[src/rtl/sb_pkg.sv]
`default_nettype none
// +------------------------------------------------------------------------+
// | Package     : sb_pkg                                                   |
// | Description : Shared sideband definitions (TX framer and RX FSM):      |
// |               state encoding, SBINIT pattern, header bit positions     |
// |               and small header field accessors.                        |
// | Revision    : 1.0 - initial release                                    |
// +------------------------------------------------------------------------+
package sb_pkg;

  typedef enum logic [2:0] {
    ST_IDLE    = 3'd0,
    ST_PATTERN = 3'd1,
    ST_HEADER  = 3'd2,
    ST_DATA    = 3'd3,
    ST_GAP     = 3'd4
  } sb_tx_state_e;

  localparam logic [63:0] SB_PATTERN = 64'hAAAA_AAAA_AAAA_AAAA;

  localparam int CP_BIT      = 62;
  localparam int DP_BIT      = 63;
  localparam int MSGCODE_LSB = 14;
  localparam int DSTID_LSB   = 56;

  function automatic logic [7:0] sb_msgcode(input logic [61:0] hdr);
    return hdr[MSGCODE_LSB +: 8];
  endfunction

  function automatic logic [2:0] sb_dstid(input logic [61:0] hdr);
    return hdr[DSTID_LSB +: 3];
  endfunction

endpackage
`default_nettype wire

[src/rtl/sb_tx_framer_if.sv]
`default_nettype none
// +------------------------------------------------------------------------+
// | Interface   : sb_tx_framer_if                                          |
// | Description : Request (arbiter) and serializer handshake bundle of the |
// |               sideband TX framer. Names are from the framer's view.    |
// |   slave  : framer side  (requests in, serializer word/status out)      |
// |   master : environment  (arbiter + serializer)                         |
// | Revision    : 1.0 - initial release                                    |
// +------------------------------------------------------------------------+
interface sb_tx_framer_if;
  logic        i_pattern_start;
  logic        i_pattern_stop;
  logic        i_msg_valid;
  logic [61:0] i_msg_header;
  logic [63:0] i_msg_data;
  logic        i_msg_has_data;
  logic        i_ser_done;
  logic [63:0] o_ser_data;
  logic        o_ser_valid;
  logic        o_msg_ack;
  logic        o_pattern_done;
  logic        o_busy;

  modport slave (
    input  i_pattern_start, i_pattern_stop, i_msg_valid, i_msg_header,
           i_msg_data, i_msg_has_data, i_ser_done,
    output o_ser_data, o_ser_valid, o_msg_ack, o_pattern_done, o_busy
  );

  modport master (
    output i_pattern_start, i_pattern_stop, i_msg_valid, i_msg_header,
           i_msg_data, i_msg_has_data, i_ser_done,
    input  o_ser_data, o_ser_valid, o_msg_ack, o_pattern_done, o_busy
  );
endinterface
`default_nettype wire

[src/rtl/sb_parity_gen.sv]
`default_nettype none
// +------------------------------------------------------------------------+
// | Module      : sb_parity_gen                                            |
// | Description : Combinational even-parity generator for sideband         |
// |               packets. DP covers the data word (0 when no data), CP    |
// |               covers DP plus header so the 64-bit header word is even. |
// | Ports       : i_header[61:0], i_data[63:0], i_has_data -> o_dp, o_cp   |
// | Revision    : 1.0 - initial release                                    |
// +------------------------------------------------------------------------+
module sb_parity_gen (
  input  wire logic [61:0] i_header,
  input  wire logic [63:0] i_data,
  input  wire logic        i_has_data,
  output logic             o_dp,
  output logic             o_cp
);

  always_comb begin
    o_dp = i_has_data & (^i_data);
    o_cp = ^{o_dp, i_header};
  end

endmodule
`default_nettype wire

[src/rtl/sb_tx_framer.sv]
`default_nettype none
// +------------------------------------------------------------------------+
// | Module      : sb_tx_framer                                             |
// | Description : Sideband transmit framer. Sends the SBINIT pattern,      |
// |               frames messages as header (+ optional data) words with   |
// |               CP/DP parity, and inserts the inter-packet gap. One word |
// |               is handed to the serializer at a time (valid/done).      |
// | Ports       : i_clk, i_rst (sync, active high), bus (slave modport)    |
// | Revision    : 1.0 - initial release                                    |
// +------------------------------------------------------------------------+
module sb_tx_framer
  import sb_pkg::*;
#(
  parameter int PATTERN_MIN = 4,
  parameter int GAP_CYCLES  = 4,
  parameter int CNT_W       = 4
) (
  input  wire logic      i_clk,
  input  wire logic      i_rst,
  sb_tx_framer_if.slave  bus
);

  localparam logic [CNT_W:0]   c_pat_min  = (CNT_W+1)'(PATTERN_MIN);
  localparam logic [CNT_W-1:0] c_gap_last = CNT_W'(GAP_CYCLES - 1);

  sb_tx_state_e      r_state, w_state_nxt;
  logic [CNT_W-1:0]  r_pat_cnt, w_pat_cnt_nxt;
  logic [CNT_W-1:0]  r_gap_cnt, w_gap_cnt_nxt;
  logic [63:0]       r_ser_data, w_ser_data_nxt;
  logic              r_ser_valid, w_ser_valid_nxt;
  logic              r_msg_ack, w_msg_ack_nxt;
  logic              r_pattern_done, w_pattern_done_nxt;
  logic              r_busy;
  logic [63:0]       r_data, w_data_nxt;
  logic              r_has_data, w_has_data_nxt;

  logic              w_dp, w_cp;
  logic [63:0]       w_hdr_word;
  logic [CNT_W:0]    w_pat_inc;
  logic              w_done;

  sb_parity_gen u_parity (
    .i_header   (bus.i_msg_header),
    .i_data     (bus.i_msg_data),
    .i_has_data (bus.i_msg_has_data),
    .o_dp       (w_dp),
    .o_cp       (w_cp)
  );

  always_comb begin
    w_hdr_word         = {2'b00, bus.i_msg_header};
    w_hdr_word[DP_BIT] = w_dp;
    w_hdr_word[CP_BIT] = w_cp;
  end

  // A done pulse only counts while a word is actually being offered.
  assign w_done    = bus.i_ser_done & r_ser_valid;
  // One bit wider so the "count after this word" compare cannot wrap.
  assign w_pat_inc = {1'b0, r_pat_cnt} + {{CNT_W{1'b0}}, 1'b1};

  always_comb begin
    w_state_nxt        = r_state;
    w_pat_cnt_nxt      = r_pat_cnt;
    w_gap_cnt_nxt      = r_gap_cnt;
    w_ser_data_nxt     = r_ser_data;
    w_ser_valid_nxt    = r_ser_valid;
    w_msg_ack_nxt      = 1'b0;
    w_pattern_done_nxt = 1'b0;
    w_data_nxt         = r_data;
    w_has_data_nxt     = r_has_data;

    case (r_state)
      ST_IDLE: begin
        if (bus.i_pattern_start) begin
          w_state_nxt     = ST_PATTERN;
          w_pat_cnt_nxt   = '0;
          w_ser_data_nxt  = SB_PATTERN;
          w_ser_valid_nxt = 1'b1;
        end else if (bus.i_msg_valid) begin
          w_state_nxt     = ST_HEADER;
          w_data_nxt      = bus.i_msg_data;
          w_has_data_nxt  = bus.i_msg_has_data;
          w_msg_ack_nxt   = 1'b1;
          w_ser_data_nxt  = w_hdr_word;
          w_ser_valid_nxt = 1'b1;
        end
      end

      ST_PATTERN: begin
        if (w_done) begin
          if (bus.i_pattern_stop && (w_pat_inc >= c_pat_min)) begin
            w_state_nxt        = ST_GAP;
            w_gap_cnt_nxt      = '0;
            w_ser_valid_nxt    = 1'b0;
            w_pattern_done_nxt = 1'b1;
          end else if (w_pat_inc <= c_pat_min) begin
            w_pat_cnt_nxt = w_pat_inc[CNT_W-1:0];
          end
        end
      end

      ST_HEADER: begin
        if (w_done) begin
          if (r_has_data) begin
            w_state_nxt    = ST_DATA;
            w_ser_data_nxt = r_data;
          end else begin
            w_state_nxt     = ST_GAP;
            w_gap_cnt_nxt   = '0;
            w_ser_valid_nxt = 1'b0;
          end
        end
      end

      ST_DATA: begin
        if (w_done) begin
          w_state_nxt     = ST_GAP;
          w_gap_cnt_nxt   = '0;
          w_ser_valid_nxt = 1'b0;
        end
      end

      ST_GAP: begin
        if (r_gap_cnt == c_gap_last) begin
          w_state_nxt   = ST_IDLE;
          w_gap_cnt_nxt = '0;
        end else begin
          w_gap_cnt_nxt = r_gap_cnt + 1'b1;
        end
      end

      default: begin
        w_state_nxt     = ST_IDLE;
        w_ser_valid_nxt = 1'b0;
      end
    endcase
  end

  always_ff @(posedge i_clk) begin
    if (i_rst) begin
      r_state        <= ST_IDLE;
      r_pat_cnt      <= '0;
      r_gap_cnt      <= '0;
      r_ser_data     <= '0;
      r_ser_valid    <= 1'b0;
      r_msg_ack      <= 1'b0;
      r_pattern_done <= 1'b0;
      r_busy         <= 1'b0;
      r_data         <= '0;
      r_has_data     <= 1'b0;
    end else begin
      r_state        <= w_state_nxt;
      r_pat_cnt      <= w_pat_cnt_nxt;
      r_gap_cnt      <= w_gap_cnt_nxt;
      r_ser_data     <= w_ser_data_nxt;
      r_ser_valid    <= w_ser_valid_nxt;
      r_msg_ack      <= w_msg_ack_nxt;
      r_pattern_done <= w_pattern_done_nxt;
      r_busy         <= (w_state_nxt != ST_IDLE);
      r_data         <= w_data_nxt;
      r_has_data     <= w_has_data_nxt;
    end
  end

  assign bus.o_ser_data     = r_ser_data;
  assign bus.o_ser_valid    = r_ser_valid;
  assign bus.o_msg_ack      = r_msg_ack;
  assign bus.o_pattern_done = r_pattern_done;
  assign bus.o_busy         = r_busy;

endmodule
`default_nettype wire
[src/flat_wrapper.sv]
// flat-port wrapper written by rule: the top's interface ports become plain ports
module sb_tx_framer_flat import sb_pkg::*;
#(
  parameter int PATTERN_MIN = 4,
  parameter int GAP_CYCLES  = 4,
  parameter int CNT_W       = 4
)
  (i_clk, i_rst, bus_i_pattern_start, bus_i_pattern_stop, bus_i_msg_valid, bus_i_msg_header, bus_i_msg_data, bus_i_msg_has_data, bus_i_ser_done, bus_o_ser_data, bus_o_ser_valid, bus_o_msg_ack, bus_o_pattern_done, bus_o_busy);
  sb_tx_framer_if bus_i ();
  input  wire logic i_clk;
  input  wire logic i_rst;
  input wire logic [$bits(bus_i.i_pattern_start)-1:0] bus_i_pattern_start;
  input wire logic [$bits(bus_i.i_pattern_stop)-1:0] bus_i_pattern_stop;
  input wire logic [$bits(bus_i.i_msg_valid)-1:0] bus_i_msg_valid;
  input wire logic [$bits(bus_i.i_msg_header)-1:0] bus_i_msg_header;
  input wire logic [$bits(bus_i.i_msg_data)-1:0] bus_i_msg_data;
  input wire logic [$bits(bus_i.i_msg_has_data)-1:0] bus_i_msg_has_data;
  input wire logic [$bits(bus_i.i_ser_done)-1:0] bus_i_ser_done;
  output wire logic [$bits(bus_i.o_ser_data)-1:0] bus_o_ser_data;
  output wire logic [$bits(bus_i.o_ser_valid)-1:0] bus_o_ser_valid;
  output wire logic [$bits(bus_i.o_msg_ack)-1:0] bus_o_msg_ack;
  output wire logic [$bits(bus_i.o_pattern_done)-1:0] bus_o_pattern_done;
  output wire logic [$bits(bus_i.o_busy)-1:0] bus_o_busy;
  assign bus_i.i_pattern_start = bus_i_pattern_start;
  assign bus_i.i_pattern_stop = bus_i_pattern_stop;
  assign bus_i.i_msg_valid = bus_i_msg_valid;
  assign bus_i.i_msg_header = bus_i_msg_header;
  assign bus_i.i_msg_data = bus_i_msg_data;
  assign bus_i.i_msg_has_data = bus_i_msg_has_data;
  assign bus_i.i_ser_done = bus_i_ser_done;
  assign bus_o_ser_data = bus_i.o_ser_data;
  assign bus_o_ser_valid = bus_i.o_ser_valid;
  assign bus_o_msg_ack = bus_i.o_msg_ack;
  assign bus_o_pattern_done = bus_i.o_pattern_done;
  assign bus_o_busy = bus_i.o_busy;
  sb_tx_framer #(.PATTERN_MIN(PATTERN_MIN), .GAP_CYCLES(GAP_CYCLES), .CNT_W(CNT_W)) u_core (.i_clk(i_clk), .i_rst(i_rst), .bus(bus_i));
endmodule
[config.mk]
export PLATFORM = sky130hd
export DESIGN_NAME = sb_tx_framer_flat
export DESIGN_NICKNAME = d
export VERILOG_FILES = /design/src/rtl/sb_pkg.sv /design/src/rtl/sb_tx_framer_if.sv /design/src/rtl/sb_parity_gen.sv /design/src/rtl/sb_tx_framer.sv /design/src/flat_wrapper.sv
export SDC_FILE = /design/constraint.sdc
export NUM_CORES = 1
export LEC_CHECK = 0
export ABC_AREA = 1
export ABC_CLOCK_PERIOD_IN_PS = 2350
export BUFFER_PORTS_ARGS = -buffer_cell sky130_fd_sc_hd__buf_2
export CORE_MARGIN = 4
export CORE_UTILIZATION = 50
export CTS_BUF_LIST = sky130_fd_sc_hd__clkbuf_8 sky130_fd_sc_hd__clkbuf_16
export DETAILED_ROUTE_END_ITERATION = 12
export PLACE_DENSITY_LB_ADDON = 0.05
export SYNTH_ARGS = -nofsm -noshare
export SYNTH_HDL_FRONTEND = slang
export SYNTH_SLANG_ARGS = --single-unit
[constraint.sdc]
create_clock -name i_clk -period 2.35 [get_ports i_clk]
set_input_delay 0.235 -clock i_clk [delete_from_list [all_inputs] [get_ports i_clk]]
set_output_delay 0.235 -clock i_clk [all_outputs]
set_load 0.01 [all_outputs]
==> reports/results.md, run 1 <==
| Quantity | This run | Unit |
|:---|:---|:---|
| Status | complete, no violations | - |
| Largest net degree at the start of global routing | 79 | - |
| Number of flops mapped to enable cells by yosys | 0 | - |
| Syn-to-layout area delta | 19.93 | % |
| Final setup vio count | 0 | - |
| Critical path class | reg2reg | - |
| Total Wirelength | 24950 | um |
| Number of top-level pins | 201 | - |
| Number of hold buffers added after CTS | 0 | - |
| Worst setup slack for register-to-register paths | 0.45 | ns |
| Avg Vias per Cell | 5.083 | - |
| Netlist Area Pre-Place | 8696 | sq um |
| Flop and latch count out of synthesis | 144 | - |
| Post-route DRC violation count | 0 | - |
| Cell with the most instances after synthesis | sky130_fd_sc_hd__nand2_1 | - |
| Synthesized instance count | 1408 | - |
| Post-route antenna net violation count | 0 | - |
| Clk sink count | 144 | - |
| Worst supply voltage drop on vdd | 526.2 | uV |
| Crit path max fanout | 33 | - |
| Final period util | 80.77 | % |
| Leakage component of the power | 5.652 | nW |
| Via total after detailed routing | 9231 | - |
| Yosys warning count | 0 | - |
| GR Util All Layers | 25.21 | % |
| Fraction of synthesized cell area taken by the top area cell type | 33.15 | % |
| Antenna violations before repair | 3 | - |
| Clock latency on the worst-skew pair | 0.42 | ns |
| Worst hold path class | in2reg | - |
| CTS Buf Count | 17 | - |
| Largest clock skew in the final design | 0.01007 | ns |
| Placed cell count | 1782 | - |
| Net count reported at finish | 1717 | - |
| Y dimension of the die | 139.9 | um |
| Input/output buffers | 200 | - |
| Clock Tree Buf Depth | 2 | - |
| Syn Area/Cell | 6.176 | sq um |
| CTS Root Cell | sky130_fd_sc_hd__clkbuf_16 | - |
| Most frequent cells after synthesis | sky130_fd_sc_hd__nand2_1, sky130_fd_sc_hd__nor2_1, sky130_fd_sc_hd__dfxtp_1, sky130_fd_sc_hd__inv_1, sky130_fd_sc_hd__o21ai_0 | - |
| Distinct cell type count of the synthesized netlist | 37 | - |
| CP endpoint kind | flip-flop | - |
| Library cell occupying the most area in the post-synthesis netlist | sky130_fd_sc_hd__dfxtp_1 | - |
| Share of synthesized area occupied by flip-flops and latches | 33.15 | % |
| Most common flop cell mapped by yosys | sky130_fd_sc_hd__dfxtp_1 | - |
| First-pass GRT wire length | 40850 | um |
| Detailed-routing iteration count for the pre-antenna-repair pass | 5 | - |
| Die Footprint | 19570 | sq um |
| Clock transition time at the flip-flop clock pins of the worst setup and hold paths | 0.06 | ns |
| Initial detailed-routing violation count | 455 | - |
| Core Box Area | 16820 | sq um |
| Max-slew headroom at the worst pin | 58.19 | % |
| Hold violation count in the final report | 0 | - |
| Count of max-cap constraint violations | 0 | - |
| Htree depth | 4 | - |
| Required time reported for the critical path endpoint | 2.63 | ns |
| Number of buffers inserted to repair setup after CTS | 0 | - |
| Share of layout cells above drive strength 1 | 17.45 | % |
| Number of cells on the worst hold path | 3 | - |
| Transition time at the pin with the least slew margin | 0.6174 | ns |
| Rows | 47 | - |
| Die Span X | 139.9 | um |
| Share of synthesized flip-flops with an asynchronous set or reset | 0 | % |
| RePlAce Congestion | 0.8683 | - |
| Initial core utilization | 51.70 | % |
| # resized after CTS | 0 | - |
| Fin cells | 1816 | - |
| Min Clock Period, post-route | 1.898 | ns |
| Total negative setup slack | 0 | ns |
| Number of cell instances on the worst register-to-register path | 8 | - |
| Post-Synthesis Net Count | 1544 | - |
| Total global routing overflow | 0 | - |
| Worst path arrival time | 2.18 | ns |
| Timing-limited maximum frequency | 526.9 | MHz |
| Estimated wirelength of the detail-placed design | 18010 | um |
| Setup repair after global routing missed its margin | no | - |
| Cell types with the largest area share after synthesis | sky130_fd_sc_hd__dfxtp_1, sky130_fd_sc_hd__nand2_1, sky130_fd_sc_hd__nor2_1 | - |
| CTS tree | built | - |
| Total power density per cell area | 791.1 | nW/um^2 |
| Number of global-route vias before repair | 8752 | - |
| Detail-routed net length per standard cell | 13.74 | um |
| Number of max-slew violations in the final report | 0 | - |
| Startpoint kind of the worst setup timing path | flip-flop | - |
## flip-flops by register name (all words and copies together) (netlist names)
signal	count
u_core.r_data	64
u_core.bus.o_pattern_done	1
u_core.bus.o_busy	1
u_core.r_pat_cnt	4
u_core.bus.o_msg_ack	1
u_core.bus.o_ser_valid	1
u_core.r_has_data	1
u_core.r_gap_cnt	4
u_core.bus.o_ser_data	64
u_core.r_state	3
## critical path, stage by stage, from the launching register on
cell and delay, ns:
sky130_fd_sc_hd__dfxtp_1 0.34, sky130_fd_sc_hd__inv_1 0.06, sky130_fd_sc_hd__nor2_1 0.15, sky130_fd_sc_hd__inv_2 0.08, sky130_fd_sc_hd__nor2_4 0.14, sky130_fd_sc_hd__buf_4 0.45
sky130_fd_sc_hd__o311ai_1 0.30, sky130_fd_sc_hd__a21oi_1 0.19, sky130_fd_sc_hd__nor2_1 0.05
## path summary, 6_finish.rpt
kind | startpoint | end
max | u_core.r_state[1]$_SDFF_PP0_ | u_core.r_gap_cnt[2]$_SDFFE_PP0P_
min | bus_i_msg_data[7] | u_core.r_data[7]$_SDFFE_PP0P_
max reg2reg | u_core.r_state[1]$_SDFF_PP0_ | u_core.r_gap_cnt[2]$_SDFFE_PP0P_
min reg2reg | u_core.bus.o_ser_valid$_SDFFE_PP0P_ | u_core.bus.o_ser_valid$_SDFFE_PP0P_
## report_power, final
part           leakage, nW  internal, mW  switching [mW]
Clock                0.299          1.74            1.04
Combinational         4.16         0.911            1.56
Sequential            1.19          2.80           0.191
## cell families after synthesis
group                    Yosys count  synth area share (%)
buffers and inverters            198                 9.784
XOR/XNOR                          54                 5.439
flip-flops                       144                 33.15
AND/OR/NAND/NOR                  762                 33.93
AO/OA/AOI/OAI                    247                 17.27
adder cells (fa/ha/maj)            3                0.4317
## placed cells by master, fill, tap and decap left out, types with 5 or more instances in the layout
cell                        instances
sky130_fd_sc_hd__a21oi_1           43
sky130_fd_sc_hd__o22ai_1           31
sky130_fd_sc_hd__xor2_1            25
sky130_fd_sc_hd__nor2_1           159
sky130_fd_sc_hd__inv_1            124
sky130_fd_sc_hd__dfxtp_1          144
sky130_fd_sc_hd__a221oi_1          31
sky130_fd_sc_hd__buf_4              9
sky130_fd_sc_hd__a211oi_1          32
sky130_fd_sc_hd__buf_12             5
sky130_fd_sc_hd__nand2_1          560
sky130_fd_sc_hd__o21ai_0          101
sky130_fd_sc_hd__clkbuf_16         17
sky130_fd_sc_hd__xnor2_1           29
sky130_fd_sc_hd__inv_2             13
sky130_fd_sc_hd__nand3_1           21
sky130_fd_sc_hd__buf_2            200
sky130_fd_sc_hd__nand2_2           12
## per-layer routing
metal  track usage [%]  vias to the layer above  wire (um)
li1                  -                     4827          -
met1             32.77                     4114      11610
met2             42.52                      256      11550
met3             5.214                       32       1433
met4             7.037                        2        358
met5                 0                        -          7
## per-stage QoR
| stage | instance area, sq um | total power [mW] | hold WS (ns) | worst slack (ns) | util (%) |
|---|---|---|---|---|---|
| 6_report | 10430 | 8.250 | 0.07631 | 0.4520 | 62.01 |
| 4_1_cts | 10420 | 8.284 | 0.07006 | 0.4600 | 61.96 |
| 3_3_place_gp | 9817 | 5.454 | 0.4515 | 0.5368 | 58.37 |
| 5_1_grt | 10430 | 8.770 | 0.07043 | 0.2018 | 61.99 |
| 3_5_place_dp | 9817 | 5.503 | 0.4546 | 0.5200 | 58.37 |
| 2_1_floorplan | 8696 | 4.667 | 0.3730 | 0.7785 | - |
## layout make-up
cell class                      instances  area [sq um]
Sequential cell                       144          2883
Clock inverter                         11         137.6
Clock buffer                           20         466.7
Tap cell                              220         275.3
Multi-Input combinational cell       1066          4962
Antenna cell                            3         7.507
Fill cell                            1646          6390
Timing Repair Buffer                  214          1169
Inverter                              138         528.0
Power figures use the tool's default switching activity.
==> inputs of run 2 (changes only) <==
Settings changed: ABC_CLOCK_PERIOD_IN_PS 2350 to 1930.
Clock period 2.35 ns to 1.93 ns, I/O delays scaled along.
==> run 2 against run 1 <==
Die area stayed put. Via count about the same. First-iteration DRC count increased by 23%. Sequential power is 22% higher. Global-route usage rose by 0.11 points. Setup slack lost 0.31 ns. Clock skew down 0.0020 ns. Final area rose by 0.43%. Non-clock buffer count rose by 7. Hold slack got worse by 0.048 ns. Sequential share of layout area shrank 0.095 points.
==> reports/results.md, run 2 (same netlist as run 1, synthesis figures left out) <==
| Quantity | This run | Unit |
|:---|:---|:---|
| Timing-limited maximum frequency | 559.9 | MHz |
| CP endpoint kind | flip-flop | - |
| Number of cells on the worst hold path | 3 | - |
| Clk sink count | 144 | - |
| Placed cell count | 1789 | - |
| Buffers plus inverters on the worst setup path | 4 | - |
| Clock latency on the worst-skew pair | 0.42 | ns |
| Crit path max fanout | 25 | - |
| Most common library cell in the layout ignoring fill and taps | sky130_fd_sc_hd__nand2_1 | - |
| Most frequent cells in the layout | sky130_fd_sc_hd__nand2_1, sky130_fd_sc_hd__buf_2, sky130_fd_sc_hd__nor2_1 | - |
| Initial detailed-routing violation count | 560 | - |
| Core Box Area | 16820 | sq um |
| Number of hold buffers added after CTS | 0 | - |
| Critical path class | reg2reg | - |
| CTS Buf Count | 17 | - |
| Number of cell instances on the worst register-to-register path | 10 | - |
| Worst path arrival time | 2.12 | ns |
| Avg Vias per Cell | 5.065 | - |
| Count of max-cap constraint violations | 0 | - |
| Initial core utilization | 51.70 | % |
| Estimated wirelength of the detail-placed design | 18040 | um |
| Input/output buffers | 200 | - |
| Maximum cell stage delay along the critical path | 0.36 | ns |
| Total power density per cell area | 965.4 | nW/um^2 |
| Via total after detailed routing | 9228 | - |
| GR Util All Layers | 25.32 | % |
| Required time reported for the critical path endpoint | 2.26 | ns |
| Cell repeated most along the worst path | sky130_fd_sc_hd__inv_2 | - |
| Final-layout fill cell count | 1678 | - |
| Die Span X | 139.9 | um |
| Htree depth | 4 | - |
| Number of top-level pins | 201 | - |
| Startpoint kind of the worst setup timing path | flip-flop | - |
| Max-slew headroom at the worst pin | 73.35 | % |
| Number of max-slew violations in the final report | 0 | - |
| Y dimension of the die | 139.9 | um |
| Cell Chain, Critical Path | nor2_2 -> inv_2 -> nor2_4 -> inv_2 -> nand2_1 -> nand2_2 -> inv_2 -> buf_4 -> nor2_1 -> a211oi_1 | - |
| Total Wirelength | 24920 | um |
| Dominant delay contributor by cell family on the critical path | simple AND/OR/NAND/NOR gates | - |
| First-pass GRT wire length | 41170 | um |
| Total global routing overflow | 0 | - |
| Largest net degree at the start of global routing | 100 | - |
| RePlAce Congestion | 0.8346 | - |
| Layout Utilization | 62.28 | % |
| Worst hold path class | in2reg | - |
| CTS tree | built | - |
| Largest clock skew in the final design | 0.008115 | ns |
| Post-route antenna net violation count | 0 | - |
| Post-route DRC violation count | 0 | - |
| Syn-to-layout area delta | 20.45 | % |
| Slowest cell on the critical path | sky130_fd_sc_hd__dfxtp_1 | - |
| Detail-routed net length per standard cell | 13.68 | um |
| Min Clock Period, post-route | 1.786 | ns |
| Clock Tree Buf Depth | 2 | - |
| Detailed-routing iteration count for the pre-antenna-repair pass | 5 | - |
| Worst setup slack for register-to-register paths | 0.14 | ns |
| Power, Total | 10.11 | mW |
| Antenna violations before repair | 2 | - |
| Clock transition time at the flip-flop clock pins of the worst setup and hold paths | 0.06 | ns |
| Worst supply voltage drop on vdd | 680.9 | uV |
| Share of layout cells above drive strength 1 | 18.13 | % |
| Leakage component of the power | 5.679 | nW |
| Status | complete, no violations | - |
| Die Footprint | 19570 | sq um |
| Rows | 47 | - |
| Final period util | 92.54 | % |
| Net count reported at finish | 1724 | - |
| CP Depth | 10 | - |
| Final setup vio count | 0 | - |
| Number of global-route vias before repair | 8617 | - |
| Transition time at the pin with the least slew margin | 0.3998 | ns |
| Fin cells | 1822 | - |
| Hold violation count in the final report | 0 | - |
| CTS Root Cell | sky130_fd_sc_hd__clkbuf_16 | - |
## run 2: final timing paths
path / startpoint / end
min reg2reg: u_core.bus.o_ser_valid$_SDFFE_PP0P_ / u_core.bus.o_ser_valid$_SDFFE_PP0P_
max: u_core.r_state[0]$_SDFF_PP0_ / u_core.bus.o_ser_data[15]$_SDFFE_PP0P_
min: bus_i_msg_data[22] / u_core.r_data[22]$_SDFFE_PP0P_
max reg2reg: u_core.r_state[0]$_SDFF_PP0_ / u_core.bus.o_ser_data[15]$_SDFFE_PP0P_
## run 2: report_power, final
group          total (mW)  switching [mW]  internal, mW
clock                3.43            1.32          2.12
sequential           3.65           0.231          3.42
combinational        3.03            1.91          1.12
## run 2: layout make-up
| type | count | area [sq um] | share of cell area (%) |
|---|---|---|---|
| multi-input combinational | 1066 | 4976 | 47.51 |
| sequential | 144 | 2885 | 27.55 |
| timing repair buffer | 221 | 1200 | 11.46 |
| inverter | 138 | 528.0 | 5.041 |
| clock buffer | 20 | 466.7 | 4.456 |
| tap | 220 | 275.3 | 2.628 |
| clock inverter | 11 | 137.6 | 1.314 |
| antenna | 2 | 5.005 | 0.04778 |
## run 2: worst min-delay path, cell delays in order
cell and delay, ns:
sky130_fd_sc_hd__buf_2 0.10, sky130_fd_sc_hd__inv_1 0.06, sky130_fd_sc_hd__a21oi_1 0.05
## run 2: metal layers
metal  track usage (%)  part of all wire, %
met3             5.009                  6.5
met2             43.53                   47
met4             6.374                  1.3
met1             32.63                   45
met5                 0                0.028
## run 2: timing repair
action | CTS | global route
gates resized for setup | 0 | 5
setup endpoints to repair | 0 | 6
setup buffers | 0 | 0
## run 2: metrics by stage
step | instance area (sq um) | hold WS, ns | TNS, ns | worst slack (ns)
after detailed placement | 9844 | 0.4647 | 0 | 0.1124
after global placement | 9844 | 0.4542 | 0 | 0.1642
after CTS | 10450 | 0.01674 | 0 | 0.09902
final | 10470 | 0.02872 | 0 | 0.1439
after floorplan | 8696 | 0.3310 | 0 | 0.3585
after global routing | 10470 | 0.04565 | -0.001939 | -0.001939
